===== config.mk =====
export PLATFORM = sky130hd
export DESIGN_NAME = fifo_sync_param
export DESIGN_NICKNAME = d
export VERILOG_FILES = /design/src/rtl/fifo_sync_param.sv
export SDC_FILE = /design/constraint.sdc
export NUM_CORES = 1
export LEC_CHECK = 0
export ABC_CLOCK_PERIOD_IN_PS = 2700
export CAP_MARGIN = 20
export CORE_ASPECT_RATIO = 1.25
export CORE_MARGIN = 2
export CORE_UTILIZATION = 54
export CTS_CLUSTER_DIAMETER = 40
export DETAILED_ROUTE_END_ITERATION = 8
export PLACE_DENSITY = 0.73
export SKIP_CTS_REPAIR_TIMING = 1
export SYNTH_ARGS = -nofsm -noshare
export SYNTH_HDL_FRONTEND = slang
export SYNTH_SLANG_ARGS = --single-unit

===== constraint.sdc =====
create_clock -name clk -period 2.7 [get_ports clk]
set_input_delay 0.27 -clock clk [delete_from_list [all_inputs] [get_ports clk]]
set_output_delay 0.27 -clock clk [all_outputs]
set_load 0.03 [all_outputs]

===== src/rtl/fifo_sync_param.sv =====
// ---------------------------------------------------------------------------
// Module  : fifo_sync_param
// Brief   : Single-clock parametrised FIFO with threshold flags, occupancy
//           count, error pulses and selectable registered / FWFT read port.
// Revision: 1.0  initial release
// ---------------------------------------------------------------------------
`default_nettype none

module fifo_sync_param #(
  parameter int DATA_W        = 8,
  parameter int ADDR_W        = 4,
  parameter int AFULL_THRESH  = 12,
  parameter int AEMPTY_THRESH = 2,
  parameter int FWFT          = 0
) (
  input  logic              clk,
  input  logic              rst,
  input  logic              wr_en,
  input  logic [DATA_W-1:0] wr_data,
  input  logic              rd_en,
  output logic [DATA_W-1:0] rd_data,
  output logic              rd_valid,
  output logic              full,
  output logic              empty,
  output logic              almost_full,
  output logic              almost_empty,
  output logic [ADDR_W:0]   count,
  output logic              overflow,
  output logic              underflow
);

  localparam int              c_depth     = 2 ** ADDR_W;
  localparam logic [ADDR_W:0] c_depth_cnt = (ADDR_W + 1)'(c_depth);
  localparam logic [ADDR_W:0] c_afull     = (ADDR_W + 1)'(AFULL_THRESH);
  localparam logic [ADDR_W:0] c_aempty    = (ADDR_W + 1)'(AEMPTY_THRESH);

  logic [DATA_W-1:0] r_mem [c_depth];

  logic [ADDR_W:0] r_wr_ptr;
  logic [ADDR_W:0] r_rd_ptr;
  logic [ADDR_W:0] r_count;
  logic            r_full;
  logic            r_empty;
  logic            r_almost_full;
  logic            r_almost_empty;
  logic            r_overflow;
  logic            r_underflow;

  logic            w_wr_acc;
  logic            w_rd_acc;
  logic [ADDR_W:0] w_count_next;

  // Full rejects the write and empty rejects the read, which yields the
  // required priority when both requests arrive at a boundary.
  assign w_wr_acc     = wr_en && !r_full;
  assign w_rd_acc     = rd_en && !r_empty;
  assign w_count_next = r_count + (ADDR_W + 1)'(w_wr_acc) - (ADDR_W + 1)'(w_rd_acc);

  always_ff @(posedge clk) begin
    if (w_wr_acc) begin
      r_mem[r_wr_ptr[ADDR_W-1:0]] <= wr_data;
    end
  end

  always_ff @(posedge clk or posedge rst) begin
    if (rst) begin
      r_wr_ptr       <= '0;
      r_rd_ptr       <= '0;
      r_count        <= '0;
      r_full         <= 1'b0;
      r_empty        <= 1'b1;
      r_almost_full  <= 1'b0;
      r_almost_empty <= 1'b1;
      r_overflow     <= 1'b0;
      r_underflow    <= 1'b0;
    end else begin
      if (w_wr_acc) begin
        r_wr_ptr <= r_wr_ptr + 1'b1;
      end
      if (w_rd_acc) begin
        r_rd_ptr <= r_rd_ptr + 1'b1;
      end
      r_count        <= w_count_next;
      r_full         <= (w_count_next == c_depth_cnt);
      r_empty        <= (w_count_next == '0);
      r_almost_full  <= (w_count_next >= c_afull);
      r_almost_empty <= (w_count_next <= c_aempty);
      r_overflow     <= wr_en && r_full;
      r_underflow    <= rd_en && r_empty;
    end
  end

  generate
    if (FWFT == 0) begin : g_reg_read
      logic [DATA_W-1:0] r_rd_data;
      logic              r_rd_valid;

      always_ff @(posedge clk or posedge rst) begin
        if (rst) begin
          r_rd_data  <= '0;
          r_rd_valid <= 1'b0;
        end else begin
          r_rd_valid <= w_rd_acc;
          if (w_rd_acc) begin
            r_rd_data <= r_mem[r_rd_ptr[ADDR_W-1:0]];
          end
        end
      end

      assign rd_data  = r_rd_data;
      assign rd_valid = r_rd_valid;
    end else begin : g_fwft_read
      // Head word is presented combinationally; rd_en only advances the pointer.
      assign rd_data  = r_empty ? '0 : r_mem[r_rd_ptr[ADDR_W-1:0]];
      assign rd_valid = !r_empty;
    end
  endgenerate

  assign full         = r_full;
  assign empty        = r_empty;
  assign almost_full  = r_almost_full;
  assign almost_empty = r_almost_empty;
  assign count        = r_count;
  assign overflow     = r_overflow;
  assign underflow    = r_underflow;

endmodule

`default_nettype wire


==> key figures <==
Outcome
  • Status: completed

Pwr
  • Clock network power share: about a quarter
  • VDD IR max: 0.000921 V
  • Net Switching: approximately 2.6 mW
  • Sw frac: roughly a third
  • Pint: between 5 and 6 mW
  • Total Power: 8.22 mW
  • Pwr Density: 1130 nW/um^2
  • Flop pwr share: 40.4%
  • Leakage Power: 2.60 nW
  • Combinational share of power: between 30% and 40%

Cells and area
  • Layout cell share with drive strength beyond 1: a little under a fifth
  • Layout area overhead: 16.9%
  • Final Non-Filler Cells: 526
  • Fill cell total of the finished layout: 768
  • Final nets: between 400 and 500
  • Reg area: approximately 4500 sq um
  • Ant. Diodes: 0
  • Multi-input logic area: 1550 sq um

Clocking
  • CTS sink count: between 150 and 200
  • Clock root buffer: clkbuf_16
  • Clock Latency Late Sink: about 0.43 ns
  • Max Buffers Root-to-Sink: 2
  • Reg clk slew, reported paths: approximately 0.060 ns
  • H-Tree Depth: 4
  • Total CTS buffers: 17
  • CTS tree: done

Critical path
  • CP startpoint: empty
  • CP arrival: 2.77 ns
  • Reg2Reg Depth: 12
  • Worst Path Required: ~3 ns
  • Critical Path Fanout Max: 4
  • CP Launch Type: flop
  • FF-to-FF End: full
  • Worst setup EP type: flop
  • Kind of critical path: flop to flop
  • FF-to-FF setup slack: approximately 0.26 ns
  • R2R Path Start: empty
  • Worst Setup EP: full

Global route
  • First-pass GRT wire length: 17,500 microns
  • Pin count of the biggest net entering global routing: 26
  • GRT Total Usage: between 20% and 30%
  • Total global routing overflow: 0
  • Initial antenna violation count: 0
  • Vias in the first global route: between 3,000 and 4,000

Placed design
  • Cells after DPL: ~490
  • Setup slack at placement: -0.0598 ns
  • Number of port buffers: 31
  • Final GP Congestion: 0.755
  • DP HPWL: 7420 microns

Timing
  • Final period util: approximately nine tenths
  • Fmax: between 400 and 500 MHz
  • Worst-margin pin slew: 0.739 ns
  • Rel. slew slack: 50.7%
  • Hold Violations, Final: 0
  • RSZ-0062 raised after global routing: false
  • Final min period: roughly 2.4 ns
  • Endpoints failing setup: 0
  • Hold_ws: between 0.2 and 0.3 ns
  • Clock skew: around 0.009 ns
  • Final Max Slew Viols: 0
  • Setup slack after layout: between 0.2 and 0.3 ns

Floorplanning
  • Core Area: 11,200 sq um
  • Initial Utilization: a little under three fifths
  • FP Rows: between 40 and 50
  • Die height: ~120 microns
  • Die footprint: between 10,000 and 15,000 sq um
  • Die width: roughly 100 microns
  • # IOs: 32

Route
  • TritonRoute pass-1 iters: 4
  • Routed Antenna Nets: 0
  • Total Wirelength: ~11,000 microns
  • WL per Instance: between 20 and 25 microns
  • DRT iter0 DRCs: between 150 and 200
  • DR DRC count: 0
  • Vias after detailed routing: between 3,000 and 4,000
  • Vias per cell: 5.81

Min path
  • Hold Path Class: input pin to asynchronous set/reset pin

Run
  • Max-cap violations: 0

Synth
  • Synthesized flop and latch total: around 160
  • Mapped Nets: roughly 350
  • Seq/Total Area, Yosys: 72.9%
  • Distinct cells, synth: 38
  • Mapped Area: between 6000 and 7000 sq um
  • Gate Count Post-Synth: 328
  • Syn_area_per_cell: around 19 sq um
  • Ys Warns: 0
## Yosys cell counts (all sizes together)
master	number	share of area [%]
nor4	1	0.10
fa	1	0.32
nand2b	2	0.20
and3	1	0.10
xor2	2	0.28
nor3b	1	0.12
edfxtp	128	62
xnor2	8	1.1
ha	10	2.0
nand2	9	0.54
buf	11	1.3
dfstp	2	0.84
a32oi	2	0.28
mux2i	17	2.7
nor2b	3	0.30
nand4	2	0.20
mux2	5	0.90
nor3	1	0.080
a211oi	1	0.12
dfrtp	26	10
a22oi	2	0.24
clkbuf	4	0.24
nand3	2	0.16
a21o	3	0.36
o22ai	5	0.50
nor2	3	0.18
o21ai	4	0.32
a21oi	5	0.40
a31oi	5	0.50
inv	15	0.90
nor4b	1	0.14
mux4	28	11
and2	18	1.8
## area by class of cell
cell class	count	share of cell area [%]
Clock buffer	23	6.42
Timing Repair Buffer	46	5.80
Clock inverter	9	0.996
Multi-Input combinational cell	142	21.3
Sequential cell	156	62.4
Tap cell	135	2.32
Inverter	15	0.773
## worst min-delay path by stage
| stage | start | end | slack, ns | cells past startpoint |
|---|---|---|---|---|
| after floorplan | rst | almost_full | 0.33 | 1 |
| after global placement | rd_data[4] | rd_data[4] | 0.48 | 2 |
| after detailed placement | rd_data[2] | rd_data[2] | 0.50 | 2 |
| after CTS | rst | rd_valid | 0.30 | 2 |
| after global routing | rst | r_wr_ptr[2] | 0.36 | 2 |
| final | rst | rd_valid | 0.30 | 2 |
## cell usage in the layout (no fill, tap or decap), types with 10 or more instances in the layout
cell type	synthesis	final
and2_1	18	18
ha_1	10	10
mux4_2	20	20
dfrtp_1	26	25
inv_1	15	14
buf_4	2	15
clkdlybuf4s50_1	0	31
edfxtp_1	128	128
clkbuf_16	0	17
mux2i_1	17	17
## per-layer routing
metal  track usage, %  vias up  share of wire [%]
li1                 -     1381                  -
met3             5.22       17                5.4
met2             33.5       97                 51
met1             25.8     1560                 41
met5                0        -                  0
met4             8.22        0                1.9
## power groups by stage
stage	combinational [mW]	clock, mW	sequential [mW]
floorplan	1.81	0	3.45
global placement	2.71	0	3.35
detailed placement	2.77	0	3.36
CTS	2.78	2.20	3.32
global route	2.98	2.30	3.36
finish	2.73	2.17	3.32
## cell families (layout without fill, tap and decap cells)
| family | after synthesis | in the layout | synth area share, % |
|---|---|---|---|
| compound gates | 27 | 27 | 2.73 |
| mux | 50 | 50 | 14.2 |
| simple gates | 44 | 44 | 3.93 |
| flops | 156 | 156 | 72.9 |
| xor+xnor | 10 | 10 | 1.41 |
| fa+ha+maj | 11 | 11 | 2.33 |
| buf+inv | 30 | 93 | 2.43 |
## registers in the layout (all words and copies together), names as in the netlist
register	flops
almost_full	1
empty	1
almost_empty	1
underflow	1
rd_valid	1
r_rd_ptr	4
full	1
rd_data	8
overflow	1
r_wr_ptr	4
r_mem	128
count	5
## critical path, stage by stage, from the launching register on
cell      delay (ns)
dfstp_2         0.54
nand2b_4        0.13
inv_2           0.04
ha_1            0.26
inv_1           0.05
ha_1            0.15
inv_1           0.06
fa_2            0.33
inv_1           0.06
a21o_1          0.10
a21oi_1         0.07
xnor2_1         0.32
nor4b_2         0.24
## per-stage QoR
| stage | setup TNS [ns] | cell area [sq um] | utilization (%) |
|---|---|---|---|
| after floorplan | 0 | 6250 | - |
| after global placement | 0 | 6750 | 60.3 |
| after detailed placement | -0.0973 | 6750 | 60.3 |
| after CTS | 0 | 7290 | 65.1 |
| after global routing | 0 | 7290 | 65.1 |
| final | 0 | 7290 | 65.1 |
Power figures use the tool's default switching activity.
